--- src/rtl/pwm_v3.sv ---
// rtl/pwm_v3.sv - fixed-frequency PWM, duty in eighths of a PERIOD-clock frame
// The duty code is shadowed at frame start, so mid-frame changes cannot cause runt pulses.
module pwm_v3 #(
  parameter logic [27:0] PERIOD = 28'd100000
) (
  input  logic        clock,
  input  logic        reset,
  input  logic [2:0]  dutyCycle,
  output logic        PWM_pulse,
  output logic [27:0] debugCounter
);

  logic [27:0] r_cnt;
  logic [2:0]  r_duty;
  logic        r_pulse;

  logic        w_wrap;
  logic [27:0] w_cnt_next;
  logic [2:0]  w_duty_next;
  logic [30:0] w_prod;
  logic [27:0] w_thr_next;

  assign w_wrap      = (r_cnt == PERIOD - 28'd1);
  assign w_cnt_next  = w_wrap ? 28'd0 : r_cnt + 28'd1;
  assign w_duty_next = w_wrap ? dutyCycle : r_duty;

  // 31-bit product cannot overflow for any 28-bit PERIOD times a 3-bit code
  assign w_prod     = 31'(PERIOD) * 31'(w_duty_next);
  assign w_thr_next = 28'(w_prod >> 3);

  // Output register is fed from next-state values so it matches debugCounter every cycle
  always_ff @(posedge clock or posedge reset) begin
    if (reset) begin
      r_cnt   <= 28'd0;
      r_duty  <= 3'd0;
      r_pulse <= 1'b0;
    end else begin
      r_cnt   <= w_cnt_next;
      r_duty  <= w_duty_next;
      r_pulse <= (w_cnt_next < w_thr_next);
    end
  end

  assign PWM_pulse    = r_pulse;
  assign debugCounter = r_cnt;

endmodule

--- config.mk ---
export PLATFORM = sky130hd
export DESIGN_NAME = pwm_v3
export DESIGN_NICKNAME = d
export VERILOG_FILES = /design/src/rtl/pwm_v3.sv
export SDC_FILE = /design/constraint.sdc
export NUM_CORES = 1
export LEC_CHECK = 0
export CAP_MARGIN = 20
export CORE_UTILIZATION = 55
export CTS_BUF_LIST = sky130_fd_sc_hd__clkbuf_8 sky130_fd_sc_hd__clkbuf_16
export DETAILED_ROUTE_END_ITERATION = 7
export GPL_TIMING_DRIVEN = 0
export PLACE_DENSITY_LB_ADDON = 0.3
export SETUP_SLACK_MARGIN = 0.15
export SYNTH_ARGS = -nofsm -noshare
export SYNTH_HDL_FRONTEND = slang
export SYNTH_SLANG_ARGS = --single-unit
--- constraint.sdc ---
create_clock -name clock -period 6.7 [get_ports clock]
set_input_delay 0.67 -clock clock [delete_from_list [all_inputs] [get_ports clock]]
set_output_delay 0.67 -clock clock [all_outputs]
set_load 0.01 [all_outputs]
Word level (Yosys, flattened, before mapping)
Cells that the tools add are included.
{ "classes": {"div_mod_pow": 0, "addsub": 1, "n_eq_ne": 1, "bitwise_logic": 0, "shift": 0, "n_mul": 1, "magnitude_cmp": 1, "reduce_logical": 0, "mux": 2} }
{ "op_table": {"columns": ["cell", "n"], "rows": [
  ["adder 28 x 1 -> 28 bit (second input constant)", 1],
  ["equality test 28 x 17 -> 1 bit (second input constant)", 1],
  ["less-than comparator 28 x 17 -> 1 bit", 1],
  ["2-to-1 mux 28 bit", 1],
  ["multiplier 12 x 3 -> 15 bit (first input constant)", 1],
  ["2-to-1 mux 3 bit", 1]
]} }
{ "word_totals": {"latchBits": 0, "elab_cells": 9, "memories": 0, "reg_bits": 32, "mem_bits_ro": 0, "input_bits": 5, "out_inout_bits": 29, "ramBits": 0} }

Depth between registers and ports, before layout
{ "depth": {"word_depth": 4, "mapped_depth": 20, "depth_no_buf": 20} }

Least setup slack after synthesis
OpenSTA, ideal clock, no wires.
{ "synth_path": {"path_kind": "flip-flop to flip-flop", "startpoint": "reg r_cnt[22] (netlist: debugCounter[22])", "endpoint": "reg r_pulse (netlist: PWM_pulse)", "setup_slack_ps": 1887, "period_less_slack_ps": 4813, "required_ps": 6599, "arrival_ps": 4712, "stages_incl_launch_ff": 20, "setup_time_ps": 101, "path_buffers": 1, "path_cell_list": "dfrtp_1 > or3_1 > or3_4 > nor3_4 > clkbuf_1 > mux2_2 > ha_1 > nor2b_1 > ha_1 > a21oi_1 > nor2_1 > a311oi_1 > xnor2_1 > ha_1 > nand3_1 > nor2_1 > a2111oi_0 > nand2_1 > o31a_1 > nor4_1"} }
{ "synth_between": {"elab_chain_len": 4, "word_cells_on_any_way": 6, "classes_between": "add/sub (1); mul (1); order compare (1); eq/ne (1); mux (2)"} }
{ "synth_lines": {"columns": ["element", "line", "source"], "rows": [
  ["from (decl)", "13", "logic [27:0] r_cnt;"],
  ["from (signal assigned)", "38", "r_cnt <= w_cnt_next;"],
  ["equality test 28 x 17 -> 1 bit", "23", "assign w_wrap = (r_cnt == PERIOD - 28'd1);"],
  ["2-to-1 mux 3 bit", "25", "assign w_duty_next = w_wrap ? dutyCycle : r_duty;"],
  ["multiplier 12 x 3 -> 15 bit", "28", "assign w_prod = 31'(PERIOD) * 31'(w_duty_next);"],
  ["less-than comparator 28 x 17 -> 1 bit (*)", "40", "r_pulse <= (w_cnt_next < w_thr_next);"],
  ["to (signal assigned)", "40", null],
  ["to (decl)", "15", "logic r_pulse;"]
]} }
Every way passes the cells marked *; elsewhere a longest branch is shown, timed or not.

Worst setup path after layout
Ends and elaborated chain as after synthesis.

==> results.md <==
- Status: finished clean
- Placed Instances: 339
- Num CTS Buffers: 5
- Root buf cell: clkbuf_8
- Clock transition at path regs: 70 ps
- Cell count after synthesis: 255
- Ys flop type: dfrtp_1
- Row Count: 23
- Fillers: 342
- Final Util: 70.79%
- Clock Sinks: 32
- Final setup margin: 1226 ps
- CP required: 6880 ps
- First-pass GRT wire length: 9011 microns
- Worst slew margin: 36.86%
- CTS tree: yes
- Mapped Area: 2303 sq um
- Die extent in x: 66.72 microns
- Setup bufs post-CTS: 0
- Post-cts resize count: 0
- 1st-pass router iterations: 5
- Min-Delay Path Class: reg -> reg
- Startpoint types: flop
- Final Hold Fails: 0
- Final hold slack: 542.1 ps
- Min Clock Period, post-route: 5474 ps
- Drc violations: 0
- DR WL met2: 2539 microns
- Worst skew pair latency: 280 ps
- Layout area overhead: 22.92%
- Via count: 2069
- Period utilisation layout: 81.71%
- Fmax: 182.7 MHz
- Die area: 4451 sq um
- Routed met1 length: 2422 microns
- Met3 WL: 309 microns
- Synth top area cells: dfrtp_1 (35%), ha_1 (10%), xnor2_1 (8.0%)
- Clk_skew: 3.311 ps
- Dpl hpwl: 4036 microns
- Antenna cells: 0
- R2r startpoint: debugCounter[22]
- Placed inst area: 2724 sq um
- Synth unique cells: 44
- Initial core utilization: 57.59%
- Initial antenna violation count: 0
- Maxcap violations: 0
- Final Wtd Congestion: 0.9417
- Worst setup path start: debugCounter[22]
- Overflow left after global routing: 0
- Avg Cell Area, Syn: 9.033 sq um
- Power Density: 136.0 nW/um^2
- Count of final setup violators: 0
- Syn nets: 279
- Drt total wl: 5384 microns
- Post-route ant nets: 0
- Leak Pwr: 1.226 nW
- Maximum vdd drop: 0.00008821 V
- Finished Cell Area: 2831 sq um
- RSZ-0062 raised after global routing: false
- Crit end category: flop
- Slew Limit Fails: 0
- DRT iter0 DRCs: 203
- Place WS: 1329 ps
- Final TNS setup: 0 ps
- Longest Clk Path Bufs: 2
- Synth top area share: 34.76%
- Synthesis Warnings: 0
- Number of H-tree levels: 2
- CP max FO: 10
- Ports: 34
- Crit path kind: reg -> reg
- Total GRT Usage: 27.28%
- Wire per inst: 15.52 microns
- Crit path arrival time: 5650 ps
- Core area: 4000 sq um
- PnR Total Power: 0.3851 mW
- Largest net degree at the start of global routing: 19
- # port buffers: 33
- Worst Tran Pin Value: 938.5 ps
- Yosys top cell by area: dfrtp_1
- Vias per cell: 5.963
- Final Non-Filler Cells: 347
- Final-stage net count: 320
- Post-synth EDFFs: 0
- Seq cells post-synth: 32
- Share of cells above drive strength 1: 6.061%
- Top routing layer used: met4
- Vias in the first global route: 1972
- Cts-stage hold buffer count: 0
- Vert. Die Dim: 66.72 microns
- Seq/Total Area, Yosys: 34.76%
- Async S/R FF share, synth: 100.0%
- Hold Crit Start: debugCounter[0]
cell type report:
type / count / area, sq um / area share (%)
multi-input combinational: 201 / 1420 / 50.15
sequential: 32 / 800.8 / 28.28
timing repair buffer: 34 / 357.8 / 12.64
clock buffer: 5 / 68.82 / 2.430
tap: 50 / 62.56 / 2.209
inverter: 14 / 52.55 / 1.856
clock inverter: 3 / 38.79 / 1.370
buffer: 8 / 30.03 / 1.061
cells in the mapped netlist, drive strengths merged, types with 7 or more instances:
master,count
xnor2,21
nand2,23
nor2,20
nand4,7
inv,14
ha,19
dfrtp,32
xor2,12
a21oi,8
clkbuf,8
nand3,15
final timing paths:
kind	end	slack [ps]	cells after the start
setup / recovery	PWM_pulse	1230	19
hold / removal	debugCounter[0]	540	1
setup reg to reg	PWM_pulse	1230	19
hold reg to reg	debugCounter[0]	540	1
max in group asynchronous	r_duty[0]	5410	3
min in group asynchronous	debugCounter[25]	780	2
cells in the final DEF (no fill, tap or decap), drive strengths merged, types with 7 or more instances in the layout:
cell type      instances
clkdlybuf4s50         33
dfrtp                 32
nand2                 23
xnor2                 21
nor2                  20
ha                    19
inv                   15
nand3                 15
clkbuf                13
xor2                  12
a21oi                  8
nand4                  7
critical path, cell delays in order, from the launching register on:
cell and delay [ps]:
dfrtp_1 440, or3_1 450, or3_4 430, nor3_4 350, clkbuf_1 480, mux2_2 410, ha_1 240, nor2b_1 150
ha_1 240, a21oi_1 150, nor2_1 50, a311oi_1 300, xnor2_1 160, ha_1 260, nand3_1 110, nor2_1 70
a2111oi_0 480, nand2_1 100, o31a_1 250, nor4_1 260
state kept, by name, summed over array words and instances (netlist names):
| name | cells |
|---|---|
| PWM_pulse | 1 |
| r_duty | 3 |
| debugCounter | 28 |
cell families (layout without fill, tap and decap cells):
group           count (synthesis)  after routing  synth area share (%)
fa+ha+maj                      19             19                 10.32
compound gates                 40             40                 12.22
xor+xnor                       33             33                 12.55
flops                          32             32                 34.76
buf+inv                        22             64                 3.585
mux                             4              4                 2.010
simple gates                  105            105                 24.55
metal layers:
| metal | vias up | global-route usage (%) |
|---|---|---|
| met5 | - | 0 |
| met4 | 0 | 8.245 |
| met3 | 16 | 4.966 |
| met2 | 90 | 45.83 |
| met1 | 965 | 35.26 |
| li1 | 998 | - |
power breakdown:
group | internal [mW] | switching [mW] | total [mW]
Clock | 0.109 | 0.0738 | 0.183
Combinational | 0.00411 | 0.00536 | 0.00947
Sequential | 0.193 | 0 | 0.193
Total | 0.306 | 0.0791 | 0.385
No activity file was read; power rests on OpenSTA's default activity.
